**src/rtl/spi_frame_if.sv**
```systemverilog
// SPI mode-0 slave front end, MSB first, oversampled in the CLK domain.
// One fixed-length frame per CS_N assertion; response word shifted out on MISO.
module spi_frame_if #(
    parameter int unsigned FRAME_W     = 136,
    parameter int unsigned SYNC_STAGES = 2
) (
    input  logic               CLK,
    input  logic               RESET,
    input  logic               SCLK,
    input  logic               CS_N,
    input  logic               MOSI,
    output logic               MISO,
    output logic               MISO_OE,
    input  logic [FRAME_W-1:0] TO_SEND,
    output logic [FRAME_W-1:0] RECEIVED,
    output logic               FRAME_VALID,
    output logic               FRAME_ERR
);

    localparam int unsigned CW = $clog2(FRAME_W + 2);
    localparam logic [CW-1:0] CNT_FULL = CW'(FRAME_W);
    localparam logic [CW-1:0] CNT_OVR  = CW'(FRAME_W + 1);

    typedef enum logic [1:0] {
        S_IDLE,
        S_ACTIVE,
        S_CLOSE
    } state_e;

    logic [SYNC_STAGES-1:0] sclk_sync_q, cs_sync_q, mosi_sync_q;
    logic                   sclk_prev_q, cs_prev_q;
    logic [SYNC_STAGES:0]   prime_q;
    logic                   armed_q;

    state_e                 state_q;
    logic [FRAME_W-1:0]     rx_q;
    logic [FRAME_W-2:0]     tx_q;
    logic [CW-1:0]          cnt_q;
    logic [CW-1:0]          cnt_d;
    logic [FRAME_W-1:0]     received_q;
    logic                   miso_q, miso_oe_q, valid_q, err_q;

    logic sclk_s, cs_s, mosi_s;
    logic sclk_rise, sclk_fall, cs_rise, cs_fall;

    assign sclk_s    = sclk_sync_q[SYNC_STAGES-1];
    assign cs_s      = cs_sync_q[SYNC_STAGES-1];
    assign mosi_s    = mosi_sync_q[SYNC_STAGES-1];
    assign sclk_rise = sclk_s & ~sclk_prev_q;
    assign sclk_fall = ~sclk_s & sclk_prev_q;
    assign cs_rise   = cs_s & ~cs_prev_q;
    assign cs_fall   = ~cs_s & cs_prev_q;

    // A frame may only open after CS_N has been seen high with a fully refilled
    // synchroniser, so a CS_N already low when reset releases is not a frame start.
    always_ff @(posedge CLK or negedge RESET) begin
        if (!RESET) begin
            sclk_sync_q <= '0;
            cs_sync_q   <= '1;
            mosi_sync_q <= '0;
            sclk_prev_q <= 1'b0;
            cs_prev_q   <= 1'b1;
            prime_q     <= '0;
            armed_q     <= 1'b0;
        end else begin
            sclk_sync_q <= {sclk_sync_q[SYNC_STAGES-2:0], SCLK};
            cs_sync_q   <= {cs_sync_q[SYNC_STAGES-2:0], CS_N};
            mosi_sync_q <= {mosi_sync_q[SYNC_STAGES-2:0], MOSI};
            sclk_prev_q <= sclk_s;
            cs_prev_q   <= cs_s;
            prime_q     <= {prime_q[SYNC_STAGES-1:0], 1'b1};
            if (prime_q[SYNC_STAGES] && cs_s) begin
                armed_q <= 1'b1;
            end
        end
    end

    always_comb begin
        cnt_d = cnt_q;
        if (cnt_q != CNT_OVR) begin
            cnt_d = cnt_q + CW'(1);
        end
    end

    always_ff @(posedge CLK or negedge RESET) begin
        if (!RESET) begin
            state_q    <= S_IDLE;
            rx_q       <= '0;
            tx_q       <= '0;
            cnt_q      <= '0;
            received_q <= '0;
            miso_q     <= 1'b0;
            miso_oe_q  <= 1'b0;
            valid_q    <= 1'b0;
            err_q      <= 1'b0;
        end else begin
            valid_q <= 1'b0;
            err_q   <= 1'b0;
            case (state_q)
                S_IDLE: begin
                    if (cs_fall && armed_q) begin
                        state_q   <= S_ACTIVE;
                        tx_q      <= TO_SEND[FRAME_W-2:0];
                        miso_q    <= TO_SEND[FRAME_W-1];
                        miso_oe_q <= 1'b1;
                        // An SCLK rise coincident with the opening edge is bit 0.
                        if (sclk_rise) begin
                            rx_q  <= {rx_q[FRAME_W-2:0], mosi_s};
                            cnt_q <= CW'(1);
                        end else begin
                            cnt_q <= '0;
                        end
                    end
                end
                S_ACTIVE: begin
                    if (cs_rise) begin
                        state_q <= S_CLOSE;
                        if (cnt_q == CNT_FULL) begin
                            received_q <= rx_q;
                            valid_q    <= 1'b1;
                        end else begin
                            err_q <= 1'b1;
                        end
                    end else begin
                        if (sclk_rise) begin
                            rx_q  <= {rx_q[FRAME_W-2:0], mosi_s};
                            cnt_q <= cnt_d;
                        end
                        if (sclk_fall) begin
                            miso_q <= tx_q[FRAME_W-2];
                            tx_q   <= {tx_q[FRAME_W-3:0], 1'b0};
                        end
                    end
                end
                S_CLOSE: begin
                    state_q   <= S_IDLE;
                    miso_q    <= 1'b0;
                    miso_oe_q <= 1'b0;
                end
                default: state_q <= S_IDLE;
            endcase
        end
    end

    assign MISO        = miso_q;
    assign MISO_OE     = miso_oe_q;
    assign RECEIVED    = received_q;
    assign FRAME_VALID = valid_q;
    assign FRAME_ERR   = err_q;

endmodule
```
**config.mk**
```make
export PLATFORM = sky130hd
export DESIGN_NAME = spi_frame_if
export DESIGN_NICKNAME = d
export VERILOG_FILES = /design/src/rtl/spi_frame_if.sv
export SDC_FILE = /design/constraint.sdc
export NUM_CORES = 1
export LEC_CHECK = 0
export BUFFER_PORTS_ARGS = -buffer_cell sky130_fd_sc_hd__buf_2
export CELL_PAD_IN_SITES_DETAIL_PLACEMENT = 1
export CELL_PAD_IN_SITES_GLOBAL_PLACEMENT = 2
export CORE_MARGIN = 2
export CORE_UTILIZATION = 41
export CTS_CLUSTER_SIZE = 16
export DETAILED_ROUTE_END_ITERATION = 10
export GPL_TIMING_DRIVEN = 1
export MAX_ROUTING_LAYER = met4
export PLACE_DENSITY_LB_ADDON = 0.1
export SKIP_CTS_REPAIR_TIMING = 1
export SLEW_MARGIN = 25
export SYNTH_ARGS = -nofsm -noshare
export SYNTH_HDL_FRONTEND = slang
export SYNTH_SLANG_ARGS = --single-unit
```
**constraint.sdc**
```tcl
create_clock -name CLK -period 2.5 [get_ports CLK]
set_input_delay 0.75 -clock CLK [delete_from_list [all_inputs] [get_ports CLK]]
set_output_delay 0.75 -clock CLK [all_outputs]
set_load 0.01 [all_outputs]
```
==> flow_results.org, run 1 <==
** Yosys
- A synthesized cell averages around 16 µm².
- In this run, synthesis produced a sequential element count of about 430.
- Of all flip-flops after synthesis, the portion carrying an async set or reset was between 90% and 100%.
- Total number of yosys warnings :: 0
- Synth area leader :: dfrtp_1
- By area the synthesized netlist is led by dfrtp_1, mux2_2, mux2_4.
- Number of instances in the synthesized netlist :: between 1,000 and 1,500
- Number of synthesized flops with an enable pin :: 0
- The mapped netlist covers about 0.019 mm².
- Synthesis instantiated 41 different standard cells from the library.
- Flip-flop cell with the highest count after synthesis :: dfrtp_1
- The number of nets handed over by synthesis was 1,279.
- For this run, the register share of the synthesized area comes to 58.1%.
- Fraction of synthesized cell area taken by the top area cell type :: between 50% and 60%

** Timing
- Final Max Slew Viols :: 0
- Time the worst path needs with I/O delays and setup :: 2320 ps
- The number of failing hold endpoints at the final stage is 0.
- Clock skew on the completed layout was measured at approximately 12 ps.
- PnR worst setup slack :: 178 ps
- Post-route setup TNS :: 0 ps
- For this run, the top clock speed supported by timing is between 400 and 500 MHz.
- Final hold analysis gives a worst-case slack of 61.6 ps.
- Final setup violation count :: 0
- In the finished design, the share of the clock period the worst path needs comes to 92.9%.
- Worst slew margin relative to its limit :: between 50% and 60%
- At the pin with the least slew margin, the transition time is 644 ps.
- RSZ-0062 raised after global routing :: false

** GRT
- Maximum number of pins on one net before global-route repair :: 72
- Wire length of the first global-routing pass :: roughly 63,000 µm
- Summed over all layers, the global routing overflow is 0.
- The number of antenna violations at the first check in global routing came to 16.
- Vias in the first global route :: between 10,000 and 15,000
- GRT Total Usage :: ~17%

** Power and ir drop
- Worst IR Drop VDD :: 577 µV
- After layout, the design draws a total of roughly 22 mW.
- Power density normalized to cell area :: approximately 960 mW/mm²
- Leakage power :: 11.2 nW

** Floorplan
- The die covers ~0.047 mm².
- Placeable Area :: approximately 0.045 mm²
- From left edge to right edge, the die measures 217 µm.
- Starting utilization of the core area :: about two fifths
- Pin placement for this block handled around 280 I/O pins.
- Standard-cell row count :: 78
- The die is ~220 µm tall.

** Setup path
- STA puts the critical path data required time at between 2000 and 3000 ps.
- Following the worst setup path forward leads to its endpoint at RECEIVED[130]$_DFFE_PN0P_.
- STA classifies the critical path endpoint as a flip-flop.
- Start of the worst register-to-register path :: cnt_q[4]$_DFFE_PN0P_
- For flop-to-flop paths, the worst setup slack is ~180 ps.
- For the worst flop-to-flop path, the logic depth is 6.
- The worst setup path is launched from a flip-flop.
- Classification of the worst setup path :: flip-flop to flip-flop
- The worst register-to-register path ends at RECEIVED[130]$_DFFE_PN0P_.
- Data on the critical path arrives at its endpoint at about 2800 ps.
- Crit-path max FO :: 21
- Worst Setup SP :: cnt_q[4]$_DFFE_PN0P_

** Min path
- Worst hold path class :: input pin to async pin

** Placement
- Once placement finished, the instance area stood at 0.0209 mm².
- At the placement stage, the worst setup path has a slack of roughly 160 ps.
- The congestion estimate from routability-driven global placement came to ~0.75.
- Post-detail-place hpwl :: 26,400 µm
- IO buf count :: 280

** Routing
- Once detail routing completed, the nets flagged for antenna violations numbered 0.
- DRC violation total after the first TritonRoute iteration :: roughly 460
- The final route contains slightly above 10,000 vias.
- In the routed layout, each cell is associated on average with a via count of between 4 and 5.
- Number of iterations in the first detailed-routing pass :: 4
- Wire length per cell :: 18.8 µm
- After detailed routing, the number of remaining DRC violations is 0.
- Final Routed Wirelength :: ~39,000 µm

** Finish
- Most frequent cells in the layout :: dfrtp_1, mux2_2, buf_2
- Signed area change from the synthesized netlist to the final layout :: 21.2%
- With fillers left out, the area of the finished cells amounts to around 0.023 mm².
- After the last flow step, the layout net total stands at approximately 1,600.
- Registers take about 0.011 mm².
- In the final layout, the share of cells above drive strength 1 is 64.4%.
- The library cell used most frequently in the layout, excluding fill and tap cells, is dfrtp_1.
- Summing all multi-input logic gate instances after layout gives a little over 0.007 mm².
- The filler cells instantiated in the layout total 4,416.

** CTS
- In this run the deepest clock path goes through 3 buffers.
- The tree is rooted in a clkbuf_16.
- After clock tree synthesis, the clock-pin slew on the worst setup and hold paths is approximately 60 ps.
- The later pin in the worst-skew pair is clocked with a latency of roughly 590 ps.
- Htree depth :: 2
- TritonCTS built the clock tree.
- TritonCTS buffer count :: between 40 and 50
- Clock sink count :: 433

** Outcome
- The flow ran to the end, and the final reports show no timing, DRC or antenna violations.

** Flow run
- Max-cap violations in this run came to 0.
## power breakdown
| part | switching (mW) | leakage, nW | total (mW) | internal [mW] |
|---|---|---|---|---|
| clock | 2.97 | 0.826 | 7.45 | 4.48 |
| combinational | 2.03 | 4.67 | 5.32 | 3.29 |
| sequential | 0.639 | 5.69 | 8.91 | 8.27 |
| total | 5.63 | 11.2 | 21.7 | 16.0 |
## worst min path at each step
stage / from / to / cells after the start
after global routing: RESET / RECEIVED[74]$_DFFE_PN0P_ / 1
after CTS: RESET / RECEIVED[70]$_DFFE_PN0P_ / 1
after detailed placement: sclk_sync_q[0]$_DFF_PN0_ / sclk_sync_q[1]$_DFF_PN0_ / 0
after global placement: prime_q[0]$_DFF_PN0_ / prime_q[1]$_DFF_PN0_ / 0
after floorplan: mosi_sync_q[0]$_DFF_PN0_ / mosi_sync_q[1]$_DFF_PN0_ / 0
final: RESET / RECEIVED[74]$_DFFE_PN0P_ / 1
## through the flow
| step | utilization [%] | std cells |
|---|---|---|
| 2_1_floorplan | - | 1131 |
| 4_1_cts | 50.0 | 2082 |
| 3_3_place_gp | 46.3 | 1992 |
| 5_1_grt | 50.1 | 2098 |
| 6_report | 50.1 | 2099 |
| 3_5_place_dp | 46.3 | 1992 |
## routing by layer
layer	GRT usage, %	share of wire [%]
met2	26.6	47
met1	22.6	45
met3	5.34	6.1
met5	-	0
met4	4.27	1.7
## cell families (layout without fill, tap and decap cells)
group	count (synthesis)	after routing	share of synthesized area (%)
compound gates	25	25	0.899
fa+ha+maj	7	7	0.470
buf+inv	70	421	3.15
flops	433	433	58.1
mux	540	540	35.6
other cells	1	18	0.0201
simple gates	55	55	1.70
## worst max-delay path: stages (launching register included)
cell	delay, ps
dfrtp_1	440
or4b_1	570
nor3_2	200
and3_4	270
buf_12	180
buf_12	180
mux2_2	350
## layout make-up
cell class              count  share of cell area (%)
diodes                     17                   0.188
flip-flops and latches    433                    48.0
clock buffers              69                    6.11
clock inverters            21                    1.29
well taps                 600                    3.32
multi-input cells         628                    32.0
repair buffers            325                    9.01
inverters                   6                  0.0997
## sequential cells by signal (all words and copies together) (netlist names)
register and flops:
MISO 1, FRAME_ERR 1, sclk_sync_q 2, cs_sync_q 2, state_q 2, FRAME_VALID 1, prime_q 3, MISO_OE 1
rx_q 136, cs_prev_q 1, mosi_sync_q 2, cnt_q 8, tx_q 135, RECEIVED 136, armed_q 1, sclk_prev_q 1
## synth_stat cells, drive strengths merged (5+ instances only)
library cell	count
ha	7
inv	6
dfrtp	430
nor3	7
or4b	5
buf	47
o21ai	5
nand2	18
mux2	540
clkbuf	17
nand3	5
Power figures use the tool's default switching activity.
==> run 2: changes to the inputs <==
CORE_UTILIZATION = 34   (was 41)
GPL_TIMING_DRIVEN = not set   (was 1)
==> flow_results.org, run 2 (synthesized netlist as in run 1, its figures left out) <==
** Floorplan
- The starting density of the core is 34.5% (-6.8 points).
- Standard-cell row count :: 85 (+9.0%)
- The core footprint was 0.0540 mm² (+20%).
- Width of the chip :: 238 µm (+9.6%)
- The number of placed I/O pins is 281 (unchanged).
- The die boundary height came to 238 µm (+9.6%).
- Die outline area :: 0.0567 mm² (+20%)

** Timing
- Post-route setup TNS :: 0 ps (unchanged)
- The max-slew headroom at the worst pin is 51.4% (-5.3 points).
- Worst-case hold slack :: 70.4 ps (+8.72 ps)
- The worst clock skew came to 11.1 ps (-1.28 ps).
- Final setup violation count :: 0 (unchanged)
- RSZ-0062 raised after global routing :: false
- Slew @ Worst Pin :: 723 ps (+79.2 ps)
- The number of slew-limit violations in the final report came to 0 (unchanged).
- Final hold violations :: 0 (unchanged)
- The timing-limited maximum frequency came to 427 MHz (-0.93%).
- Period utilisation layout :: 93.8% (+0.87 points)
- The post-route minimum period is 2340 ps (+21.8 ps).

** Power and ir drop
- Worst IR Drop VDD :: 532 µV (-7.9%)
- Leakage power :: 11.1 nW (-0.51%)
- The total power per unit cell area came to 948 mW/mm² (-1.1%).

** GRT
- Grt ovf :: 0 (unchanged)
- The wire length of the first global-routing pass came to 65,600 µm (+3.5%).
- The number of antenna violations at the first check in global routing was 16 (unchanged).
- The largest net degree at the start of global routing came to 76 (+5.6%).
- The global router's overall resource usage came to 15.0% (-2.4 points).
- The number of global-route vias before repair came to 11,300 (+0.56%).

** Setup path
- Start of the worst register-to-register path :: cnt_q[4]$_DFFE_PN0P_
- Crit end category :: flip-flop
- The setup path with the least slack is of type flip-flop to flip-flop.
- Crit-path max FO :: 51 (+140%)
- Data required time at the worst endpoint :: 2960 ps (about the same)
- Tracing the worst setup path back leads to its startpoint at cnt_q[4]$_DFFE_PN0P_.
- Crit path arrival time :: 2810 ps (+20 ps)
- Flop-to-flop setup slack :: 160 ps (-20 ps)
- Sort of element at the start of the critical path :: flip-flop

** CTS
- CTS tree :: yes
- The count of clock tree sinks was 433 (unchanged).
- Clock insertion delay at the later pin of the skew report :: 580 ps (about the same)
- Maximum clock path buffer count :: 3 (unchanged)
- The number of CTS-inserted buffers was 50 (+4.2%).
- In this run the clock root is driven by a clkbuf_16.
- The clock-pin slew reported for the worst setup and hold paths after clock tree synthesis is 60 ps (about the same).
- The H-tree level count is 2 (unchanged).

** Finish
- Signed area change from the synthesized netlist to the final layout :: 21.1% (about the same)
- Count of fill cells added during filler insertion :: 5,426 (+23%)
- The net total in the final layout came to 1,584 (-0.38%).
- The layout cell share with drive strength beyond 1 was 64.4% (-0.077 points).
- Leaving out fill and tap cells, the most frequent cells in the layout are dfrtp_1, mux2_2, buf_2.
- The library cell used most frequently in the layout, excluding fill and tap cells, is dfrtp_1.

** Placement
- The number of buffers added on ports came to 280 (unchanged).
- The half-perimeter wire length after placement is 27,000 µm (+2.4%).
- Weighted congestion reported at the end of routability-driven placement :: 0.710 (-5.5%)

** Routing
- Post-DRT Antenna Nets :: 0 (unchanged)
- The total vias in the final route came to 10,200 (-0.30%).
- The DRC violation total after the first TritonRoute iteration is 355 (-23%).
- The routed length per instance came to 18.5 µm (-1.4%).
- The wire length after detailed routing is 40,400 µm (+2.7%).
- The length of the first detailed-routing pass in iterations was 4 (unchanged).
- Detailed-route DRC error count :: 0 (unchanged)
- Via density :: 4.65 (-4.4%)

** Outcome
- Result of the run :: finished, final reports clean

** Min path
- Worst hold path class :: input pin to async pin

** Flow run
- Count of max-cap constraint violations :: 0 (unchanged)
==> run 2: layer usage <==
metal,part of all wire (%),vias to the layer above,global-route usage (%),wire (µm)
met3,6.1,47,4.75,2490
li1,-,4690,-,-
met1,45,5242,19.4,18300
met2,47,192,23.2,19000
met4,1.6,0,3.37,638
met5,0,-,-,0
==> run 2: report_power, final <==
part	switching [mW]	leakage, nW	internal (mW)
logic	2.05	4.63	3.27
registers	0.636	5.69	8.27
clock network	2.95	0.817	4.24
==> run 2: worst max-delay path, cell delays in order, from the launching register on <==
cell and delay, ps:
dfrtp_1 430, or4b_1 570, nor3_2 200, and3_4 270, buf_12 350, mux2_4 340
==> run 2: stage by stage <==
| stage | utilization (%) | power (mW) | area (µm²) | worst slack, ps | instances |
|---|---|---|---|---|---|
| floorplan | - | 13.1 | 18600 | 264 | 1131 |
| finish | 41.8 | 21.4 | 22600 | 156 | 2188 |
| global route | 41.8 | 22.7 | 22600 | 46.8 | 2188 |
| CTS | 41.7 | 21.9 | 22500 | 148 | 2172 |
| global placement | 38.7 | 14.3 | 20900 | 195 | 2080 |
| detailed placement | 38.7 | 14.4 | 20900 | 157 | 2080 |
==> run 2: path summary, 6_finish.rpt <==
check	to	cells past startpoint
worst max-delay path	RECEIVED[68]$_DFFE_PN0P_	5
worst min-delay path	RECEIVED[72]$_DFFE_PN0P_	1
worst max register to register	RECEIVED[68]$_DFFE_PN0P_	5
worst min register to register	prime_q[1]$_DFF_PN0_	0
max in group asynchronous	tx_q[119]$_DFFE_PN0P_	3
min in group CLK	sclk_sync_q[0]$_DFF_PN0_	1
==> run 2: final cells by class <==
class	instances	area (µm²)	share of cell area (%)
Clock buffer	74	1490	6.61
Multi-Input combinational cell	628	7240	32.0
Clock inverter	18	140	0.621
Antenna cell	16	40.0	0.177
Tap cell	696	871	3.86
Inverter	6	22.5	0.0997
Sequential cell	433	10800	48.0
Timing Repair Buffer	317	1940	8.59
